`config.mk`:
```
export PLATFORM = sky130hd
export DESIGN_NAME = behavioural_flat
export DESIGN_NICKNAME = d
export VERILOG_FILES = /design/src/rtl/behavioural_if.sv /design/src/rtl/behavioural.sv /design/src/flat_wrapper.sv
export SDC_FILE = /design/constraint.sdc
export NUM_CORES = 1
export LEC_CHECK = 0
export BUFFER_PORTS_ARGS = -buffer_cell sky130_fd_sc_hd__buf_2
export CAP_MARGIN = 20
export CORE_AREA = 2 2 39 41
export CTS_BUF_LIST = sky130_fd_sc_hd__clkbuf_8
export DETAILED_ROUTE_END_ITERATION = 10
export DIE_AREA = 0 0 41 43
export GPL_TIMING_DRIVEN = 1
export PLACE_DENSITY_LB_ADDON = 0.05
export SLEW_MARGIN = 20
export SYNTH_ARGS = -nofsm -noshare
export SYNTH_HDL_FRONTEND = slang
export SYNTH_SLANG_ARGS = --single-unit
export TNS_END_PERCENT = 50
```
`constraint.sdc`:
```
create_clock -name clk -period 1.2 [get_ports clk]
set_input_delay 0.06 -clock clk [delete_from_list [all_inputs] [get_ports clk]]
set_output_delay 0.06 -clock clk [all_outputs]
set_load 0.02 [all_outputs]
```
`src/rtl/behavioural_if.sv`:
```
// behavioural_if: operand/result bundle for the behavioural gate unit.
//   master : drives a, b, in_valid; observes the eight gate results,
//            out_valid and (when BEHAVIOURAL_COVERAGE_EN is defined) the
//            coverage outputs seen_mask, all_seen, vec_count.
//   slave  : the gate unit itself (mirror directions).
// Optional feature macro: BEHAVIOURAL_COVERAGE_EN.
interface behavioural_if;
    logic       a;
    logic       b;
    logic       in_valid;
    logic       c_nota;
    logic       c_notb;
    logic       c_and;
    logic       c_or;
    logic       c_xor;
    logic       c_nand;
    logic       c_nor;
    logic       c_xnor;
    logic       out_valid;
`ifdef BEHAVIOURAL_COVERAGE_EN
    logic [3:0] seen_mask;
    logic       all_seen;
    logic [7:0] vec_count;
`endif

    modport master (
        output a, output b, output in_valid,
        input  c_nota, input c_notb, input c_and, input c_or,
        input  c_xor, input c_nand, input c_nor, input c_xnor,
        input  out_valid
`ifdef BEHAVIOURAL_COVERAGE_EN
        , input seen_mask, input all_seen, input vec_count
`endif
    );

    modport slave (
        input  a, input b, input in_valid,
        output c_nota, output c_notb, output c_and, output c_or,
        output c_xor, output c_nand, output c_nor, output c_xnor,
        output out_valid
`ifdef BEHAVIOURAL_COVERAGE_EN
        , output seen_mask, output all_seen, output vec_count
`endif
    );
endinterface

```
`src/rtl/behavioural.sv`:
```
// behavioural: registered two-input gate unit.
// Evaluates NOT-A, NOT-B, AND, OR, XOR, NAND, NOR, XNOR of bus.a/bus.b and
// registers them on each rising clk where bus.in_valid is high; results hold
// otherwise. bus.out_valid is in_valid delayed by one clock.
// Ports:
//   clk  - system clock, rising edge
//   rst  - synchronous active-high reset; clears every output to 0
//   bus  - behavioural_if.slave (operands, strobe, results, coverage)
// Optional feature: define BEHAVIOURAL_COVERAGE_EN to build the truth-table
// coverage monitor (seen_mask, all_seen, saturating vec_count).
module behavioural (
    input  logic           clk,
    input  logic           rst,
    behavioural_if.slave   bus
);

    logic c_nota_d,    c_nota_q;
    logic c_notb_d,    c_notb_q;
    logic c_and_d,     c_and_q;
    logic c_or_d,      c_or_q;
    logic c_xor_d,     c_xor_q;
    logic c_nand_d,    c_nand_q;
    logic c_nor_d,     c_nor_q;
    logic c_xnor_d,    c_xnor_q;
    logic out_valid_d, out_valid_q;

    // Next-state for gate results: load on valid, otherwise hold. Operands
    // are only looked at under in_valid so junk on a/b while idle is ignored.
    always_comb begin
        c_nota_d    = c_nota_q;
        c_notb_d    = c_notb_q;
        c_and_d     = c_and_q;
        c_or_d      = c_or_q;
        c_xor_d     = c_xor_q;
        c_nand_d    = c_nand_q;
        c_nor_d     = c_nor_q;
        c_xnor_d    = c_xnor_q;
        out_valid_d = 1'b0;
        if (bus.in_valid) begin
            c_nota_d    = ~bus.a;
            c_notb_d    = ~bus.b;
            c_and_d     = bus.a & bus.b;
            c_or_d      = bus.a | bus.b;
            c_xor_d     = bus.a ^ bus.b;
            c_nand_d    = ~(bus.a & bus.b);
            c_nor_d     = ~(bus.a | bus.b);
            c_xnor_d    = ~(bus.a ^ bus.b);
            out_valid_d = 1'b1;
        end else begin
            out_valid_d = 1'b0;
        end
    end

    // Gate result registers; reset forces all to 0 (including the inverted
    // outputs) and wins over a coincident valid sample.
    always_ff @(posedge clk) begin
        if (rst) begin
            c_nota_q    <= 1'b0;
            c_notb_q    <= 1'b0;
            c_and_q     <= 1'b0;
            c_or_q      <= 1'b0;
            c_xor_q     <= 1'b0;
            c_nand_q    <= 1'b0;
            c_nor_q     <= 1'b0;
            c_xnor_q    <= 1'b0;
            out_valid_q <= 1'b0;
        end else begin
            c_nota_q    <= c_nota_d;
            c_notb_q    <= c_notb_d;
            c_and_q     <= c_and_d;
            c_or_q      <= c_or_d;
            c_xor_q     <= c_xor_d;
            c_nand_q    <= c_nand_d;
            c_nor_q     <= c_nor_d;
            c_xnor_q    <= c_xnor_d;
            out_valid_q <= out_valid_d;
        end
    end

    assign bus.c_nota    = c_nota_q;
    assign bus.c_notb    = c_notb_q;
    assign bus.c_and     = c_and_q;
    assign bus.c_or      = c_or_q;
    assign bus.c_xor     = c_xor_q;
    assign bus.c_nand    = c_nand_q;
    assign bus.c_nor     = c_nor_q;
    assign bus.c_xnor    = c_xnor_q;
    assign bus.out_valid = out_valid_q;

`ifdef BEHAVIOURAL_COVERAGE_EN
    logic [3:0] seen_mask_d, seen_mask_q;
    logic [7:0] vec_count_d, vec_count_q;

    // Coverage next-state: mark the {a,b} combination and count accepted
    // vectors, saturating at 255 while the mask keeps updating.
    always_comb begin
        seen_mask_d = seen_mask_q;
        vec_count_d = vec_count_q;
        if (bus.in_valid) begin
            seen_mask_d = seen_mask_q | (4'b0001 << {bus.a, bus.b});
            if (vec_count_q != 8'hFF) begin
                vec_count_d = vec_count_q + 8'd1;
            end else begin
                vec_count_d = vec_count_q;
            end
        end else begin
            seen_mask_d = seen_mask_q;
            vec_count_d = vec_count_q;
        end
    end

    // Coverage registers, cleared by reset.
    always_ff @(posedge clk) begin
        if (rst) begin
            seen_mask_q <= 4'b0000;
            vec_count_q <= 8'd0;
        end else begin
            seen_mask_q <= seen_mask_d;
            vec_count_q <= vec_count_d;
        end
    end

    assign bus.seen_mask = seen_mask_q;
    assign bus.all_seen  = &seen_mask_q;
    assign bus.vec_count = vec_count_q;
`endif

endmodule

```
`src/flat_wrapper.sv`:
```
// flat-port wrapper written by rule: the top's interface ports become plain ports
module behavioural_flat 
  (clk, rst, bus_a, bus_b, bus_in_valid, bus_c_nota, bus_c_notb, bus_c_and, bus_c_or, bus_c_xor, bus_c_nand, bus_c_nor, bus_c_xnor, bus_out_valid);
  behavioural_if bus_i ();
  input  logic clk;
  input  logic rst;
  input wire logic [$bits(bus_i.a)-1:0] bus_a;
  input wire logic [$bits(bus_i.b)-1:0] bus_b;
  input wire logic [$bits(bus_i.in_valid)-1:0] bus_in_valid;
  output wire logic [$bits(bus_i.c_nota)-1:0] bus_c_nota;
  output wire logic [$bits(bus_i.c_notb)-1:0] bus_c_notb;
  output wire logic [$bits(bus_i.c_and)-1:0] bus_c_and;
  output wire logic [$bits(bus_i.c_or)-1:0] bus_c_or;
  output wire logic [$bits(bus_i.c_xor)-1:0] bus_c_xor;
  output wire logic [$bits(bus_i.c_nand)-1:0] bus_c_nand;
  output wire logic [$bits(bus_i.c_nor)-1:0] bus_c_nor;
  output wire logic [$bits(bus_i.c_xnor)-1:0] bus_c_xnor;
  output wire logic [$bits(bus_i.out_valid)-1:0] bus_out_valid;
  assign bus_i.a = bus_a;
  assign bus_i.b = bus_b;
  assign bus_i.in_valid = bus_in_valid;
  assign bus_c_nota = bus_i.c_nota;
  assign bus_c_notb = bus_i.c_notb;
  assign bus_c_and = bus_i.c_and;
  assign bus_c_or = bus_i.c_or;
  assign bus_c_xor = bus_i.c_xor;
  assign bus_c_nand = bus_i.c_nand;
  assign bus_c_nor = bus_i.c_nor;
  assign bus_c_xnor = bus_i.c_xnor;
  assign bus_out_valid = bus_i.out_valid;
  behavioural u_core (.clk(clk), .rst(rst), .bus(bus_i));
endmodule
```
==> flow_summary.ini, run 1 <==
[run_status]
status = finished clean

[floorplanning]
die_w_um = 41
die_area_sq_um = 1763
start_util_pct = 27.58
rows = 14
die_h_um = 43
io_pins = 14
core_sq_um = 1384

[layout]
drive_above_1_share_pct = 40.00
nNetsFinal = 60
area_growth_pct = 30.16
antennaDiodeCount = 0
fin_cells = 66

[worst_setup_path]
slowest_stage = dfxtp_1
r2r_start = u_core.bus.c_notb
crit_buf_inv = 1
start_kind = register
critPathMaxStageDelay_ns = 0.34
end_kind = output port
required_ns = 1.14
path_cells = buf_2
critPathArrivalTime_ns = 0.73
path_delay_family = flip-flops
critPathMaxFanout = 2
ff2ff_path_depth = 2
regToRegSetupSlack_ns = 0.56
startpoint = u_core.bus.c_nota
crit_type = reg -> out
reg2reg_to = u_core.bus.c_notb

[timing]
final.min_clock_period_ns = 0.7929
hold_ws_ns = 0.06899
rsz0062_at_grt = no
finalCritPeriodShare_pct = 66.08
final_max_slew_viol_count = 0
fin_worst_skew_ns = 0
relSlewSlack_pct = 80.58
tns_ns = 0
finalSetupViolations = 0
fmax_ghz = 1.261
tightest_slew_ns = 0.2913
hold_viol_final = 0
fin_ws_ns = 0.4071

[clocking]
path_clk_slew_ns = 0.04
h-tree-depth = 1
cts_num_sinks = 9
cts_made_buffers = 3
cts_tree = built
cts_buffer_depth = 2
cts.repair.resized = 0
clkLatencyLatePin_ns = 0.23
cts-hold-fix-buffers = 0
cts-root-buf = clkbuf_8
post-cts-setup-buffers = 0

[yosys]
synth_top_cell_by_area = dfxtp_1
synth_top_area_share_pct = 47.21
synthArstFlopShare_pct = 0
synth_edf_count = 0
yosys-top-cells-count = 9 x dfxtp_1, 6 x nor2_1, 4 x ha_1
syn_area_per_cell_sq_um = 10.90
netlist_instances = 35
ys_seq_area_share_pct = 47.21
yosys_warnings = 0
synthDistinctLibCells = 14
yosysMostFrequentCell = dfxtp_1
synth_area_leaders = dfxtp_1 47%, ha_1 13%, a211oi_2 9.8%, mux2i_1 7.9%, nor2_1 5.9%
syn-num-nets = 44
synthFlopType = dfxtp_1
synth_seq_cells = 9
syn_area_sq_um = 381.6

[routing]
routed_wl_um = 656
first_pass_iters = 2
wl_per_cell_um = 9.939
drt_iter0_drc = 2
vias_per_cell = 4.242
drcViolationCount = 0
num_vias = 280
drtAntennaViolNets = 0

[power]
power.total_uw = 765.6
power.leakage_nw = 0.2499
ir_worst_vdd_mv = 0.5330
powerDensity_nw_per_um2 = 1541

[global_route]
grt_pass1_vias = 263
antenna_found_initial = 0
grt_use_total_pct = 9.036
grt_max_degree = 15
grt_pass1_wl_mm = 1.028
met2_usage_pct = 10.94
met3_usage_pct = 4.712
grt_busiest_layer = met1
grtUsageMet1_pct = 11.90
grt_overflow = 0

[min_path]
hp-start = bus_b
hold_path_depth = 2
min_path_type = in -> reg
min_to = u_core.bus.c_notb

[placement]
gp_congestion = 0.6084
dp_cells = 62
port_buffers = 13
pre_cts_ws_ns = 0.2426

[flow_run]
cap_violations = 0
power breakdown:
part / switching [mW] / internal, mW
Sequential: 0.00810 / 0.319
Clock: 0.113 / 0.222
Combinational: 0.0633 / 0.0391
Total: 0.185 / 0.581
stage by stage:
step / util [%] / area (sq um)
5_1_grt: 35.90 / 496.7
3_5_place_dp: 32.64 / 451.7
6_report: 35.90 / 496.7
2_1_floorplan: - / 381.6
4_1_cts: 35.90 / 496.7
3_3_place_gp: 32.64 / 451.7
cell type report:
type	instances	area, sq um
Multi-Input combinational cell	22	178.9
Tap cell	16	20.02
Clock inverter	1	3.754
Sequential cell	9	180.2
Inverter	2	7.507
Timing Repair Buffer	13	65.06
Clock buffer	3	41.29
Fill cell	156	887.1
sequential cells by signal, indices dropped and copies added (netlist names):
name                  flops
u_core.bus.c_and          1
u_core.bus.c_nor          1
u_core.bus.c_xor          1
u_core.bus.c_xnor         1
u_core.bus.c_or           1
u_core.bus.c_notb         1
u_core.bus.c_nand         1
u_core.bus.c_nota         1
u_core.bus.out_valid      1
worst max-delay path by stage:
stage,endpoint,slack (ns),cells past startpoint
after detailed placement,u_core.bus.c_xnor,0.24,5
after global placement,u_core.bus.c_xnor,0.27,5
after floorplan,u_core.bus.c_xnor,0.44,4
after global routing,bus_c_nota,0.37,1
after CTS,bus_c_nota,0.40,1
final,bus_c_nota,0.41,1
per-layer routing:
metal,part of all wire (%),up-vias
met1,50,126
met4,0,0
met2,42,10
met5,0,-
li1,-,144
met3,7.9,0
cells in the final DEF, fill, tap and decap left out:
| cell | count |
|---|---|
| nor2_1 | 6 |
| inv_1 | 3 |
| mux2i_1 | 3 |
| a211oi_1 | 1 |
| ha_1 | 4 |
| a21oi_1 | 1 |
| a211oi_2 | 3 |
| nand2b_1 | 1 |
| clkbuf_8 | 3 |
| nor2b_1 | 1 |
| dfxtp_1 | 9 |
| buf_2 | 13 |
| nor2_2 | 1 |
| or2b_1 | 1 |
kinds of logic (layout without fill, tap and decap cells):
group,Yosys count,after routing,share of synthesized area [%]
DFF,9,9,47.21
and+or+nand+nor,10,10,12.79
AOI/OAI and AO/OA,5,5,13.12
muxes,3,3,7.869
adders and majority gates,4,4,13.12
buffers and inverters,4,19,5.901
Power figures use the tool's default switching activity.
==> inputs of run 2 (changes only) <==
--- a/config.mk
+++ b/config.mk
@@ -5,6 +5,7 @@
 export SDC_FILE = /design/constraint.sdc
 export NUM_CORES = 1
 export LEC_CHECK = 0
+export ABC_AREA = 1
 export BUFFER_PORTS_ARGS = -buffer_cell sky130_fd_sc_hd__buf_2
 export CAP_MARGIN = 20
 export CORE_AREA = 2 2 39 41
==> constraint.sdc (replaced) <==
create_clock -name clk -period 0.8 [get_ports clk]
set_input_delay 0.04 -clock clk [delete_from_list [all_inputs] [get_ports clk]]
set_output_delay 0.04 -clock clk [all_outputs]
set_load 0.02 [all_outputs]
==> flow_summary.ini, run 2 <==
[worst_setup_path]
end_kind = output port
path_delay_family = flip-flops
r2r_start = u_core.bus.c_and
start_kind = register
crit_type = reg -> out
critPathMaxFanout = 2
regToRegSetupSlack_ns = 0.21
path_cells = buf_4
startpoint = u_core.bus.c_nor
required_ns = 0.76
critPathArrivalTime_ns = 0.71
crit_buf_inv = 1
critPathMaxStageDelay_ns = 0.34
slowest_stage = dfxtp_1

[clocking]
cts_num_sinks = 9
cts_tree = built
cts_made_buffers = 3
clkLatencyLatePin_ns = 0.23
cts-root-buf = clkbuf_8
h-tree-depth = 1
cts_buffer_depth = 2
path_clk_slew_ns = 0.04

[yosys]
synth-compound-area-share_pct = 7.237
synth.mux.area_fraction_pct = 0
synthAdderAreaFrac_pct = 13.16
synth_seq_cells = 9
synth_top_area_share_pct = 47.37
syn_area_sq_um = 380.4
yosysMostFrequentCell = nor2_1
synthDistinctLibCells = 11
ys_seq_area_share_pct = 47.37
synth_top_cell_by_area = dfxtp_1
synth_area_leaders = dfxtp_1 47%, ha_1 13%, nor2_1 13%, nand2_1 9.9%, o21ai_2 4.6%
syn-num-nets = 56
yosys.area_share.simple_pct = 24.34
synthXorXnorAreaFrac_pct = 0
synthFlopType = dfxtp_1
synth_edf_count = 0
netlist_instances = 47
syn_area_per_cell_sq_um = 8.093
synthArstFlopShare_pct = 0
yosys_warnings = 0
yosys-top-cells-count = 13 x nor2_1, 10 x nand2_1, 9 x dfxtp_1
synth_top_family_by_area = simple AND/OR/NAND/NOR gates

[power]
power.leakage_nw = 0.2942
ir_worst_vdd_mv = 0.9686
powerDensity_nw_per_um2 = 2216

[routing]
drcViolationCount = 0
first_pass_iters = 4
drt_iter0_drc = 4
wl_per_cell_um = 9.061
drtAntennaViolNets = 0
vias_per_cell = 4.073
routed_wl_um = 743
num_vias = 334

[placement]
gp_congestion = 0.6002
dpl.hpwl_um = 554.6
dp_cells = 77
port_buffers = 13

[timing]
rsz0062_at_grt = no
tightest_slew_ns = 0.2142
final.min_clock_period_ns = 0.7509
finalCritPeriodShare_pct = 93.86
hold_viol_final = 0
final_max_slew_viol_count = 0
finalSetupViolations = 0
fmax_ghz = 1.332
tns_ns = 0
relSlewSlack_pct = 85.72
fin_worst_skew_ns = 0

[layout]
multiInputGateArea_sq_um = 170.2
fin_cells = 82
drive_above_1_share_pct = 34.85
final_common_cell = nor2_1
regArea_sq_um = 181.4
nNetsFinal = 76
fill_cells = 152
antennaDiodeCount = 0
final_cell_mix = 13 x nor2_1, 11 x buf_2, 10 x nand2_1
area_growth_pct = 39.47

[global_route]
grt_overflow = 0
antenna_found_initial = 0
grt_pass1_vias = 307
grt_use_total_pct = 10.26
grt_max_degree = 13
grt_pass1_wl_mm = 1.179

[floorplanning]
rows = 14
die_area_sq_um = 1763
die_h_um = 43
core_sq_um = 1384
start_util_pct = 27.49
io_pins = 14
die_w_um = 41

[min_path]
min_path_type = in -> reg
hp-start = bus_b

[run_status]
status = finished clean

[flow_run]
cap_violations = 0
## run 2: changes by cell type in the layout (fill, tap and decap cells not counted), sizes merged, moves of 3 or more
cell / before / now
a211oi: 4 / 0
inv: 3 / 6
mux2i: 3 / 0
nand2: 0 / 10
o21ai: 0 / 3
nor2: 7 / 14
## run 2: layout make-up
| type | count | share of cell area, % |
|---|---|---|
| inverter | 5 | 3.538 |
| sequential | 9 | 34.20 |
| clock inverter | 1 | 0.7075 |
| multi-input combinational | 32 | 32.08 |
| tap | 16 | 3.774 |
| timing repair buffer | 16 | 17.92 |
| clock buffer | 3 | 7.783 |
## run 2: repair_timing
item	in CTS	in global routing
setup buffers	0	0
hold endpoints to repair	2	0
setup endpoints to repair	0	2
hold buffers	1	0
gates resized for setup	0	3
## run 2: cell families (layout without fill, tap and decap cells)
logic type	Yosys count	after routing
compound gates	4	4
fa+ha+maj	4	4
buf+inv	6	25
flops	9	9
simple gates	24	24
## run 2: path summary, 6_finish.rpt
path / to / depth (start not counted)
setup reg to reg: u_core.bus.c_and / 2
hold reg to reg: u_core.bus.c_xor / 2
hold / removal: u_core.bus.c_notb / 4
setup / recovery: bus_c_nor / 1
## run 2: power by group
group	total, mW	switching, mW	internal (mW)
logic	0.175	0.107	0.0685
clock network	0.504	0.171	0.333
registers	0.496	0.0134	0.482
## run 2: layer usage
metal  share of wire [%]  global-route usage (%)
met1                  47                   12.94
met2                  47                   13.75
met4                0.54                   8.000
met5                   0                       0
met3                 5.9                   3.141
## run 2: per-stage QoR
step                      setup slack [ns]  hold slack, ns  total power [mW]  instance area [sq um]  util, %
after global placement             0.02670          0.2471            0.6743                  469.2    33.91
after detailed placement          0.002789          0.2435            0.6742                  469.2    33.91
final                              0.04912          0.1056             1.175                  530.5    38.34
after CTS                          0.01480          0.1032             1.204                  524.3    37.88
after global routing              0.008191          0.1267             1.256                  530.5    38.34
after floorplan                     0.1374          0.1091            0.6114                  380.4        -
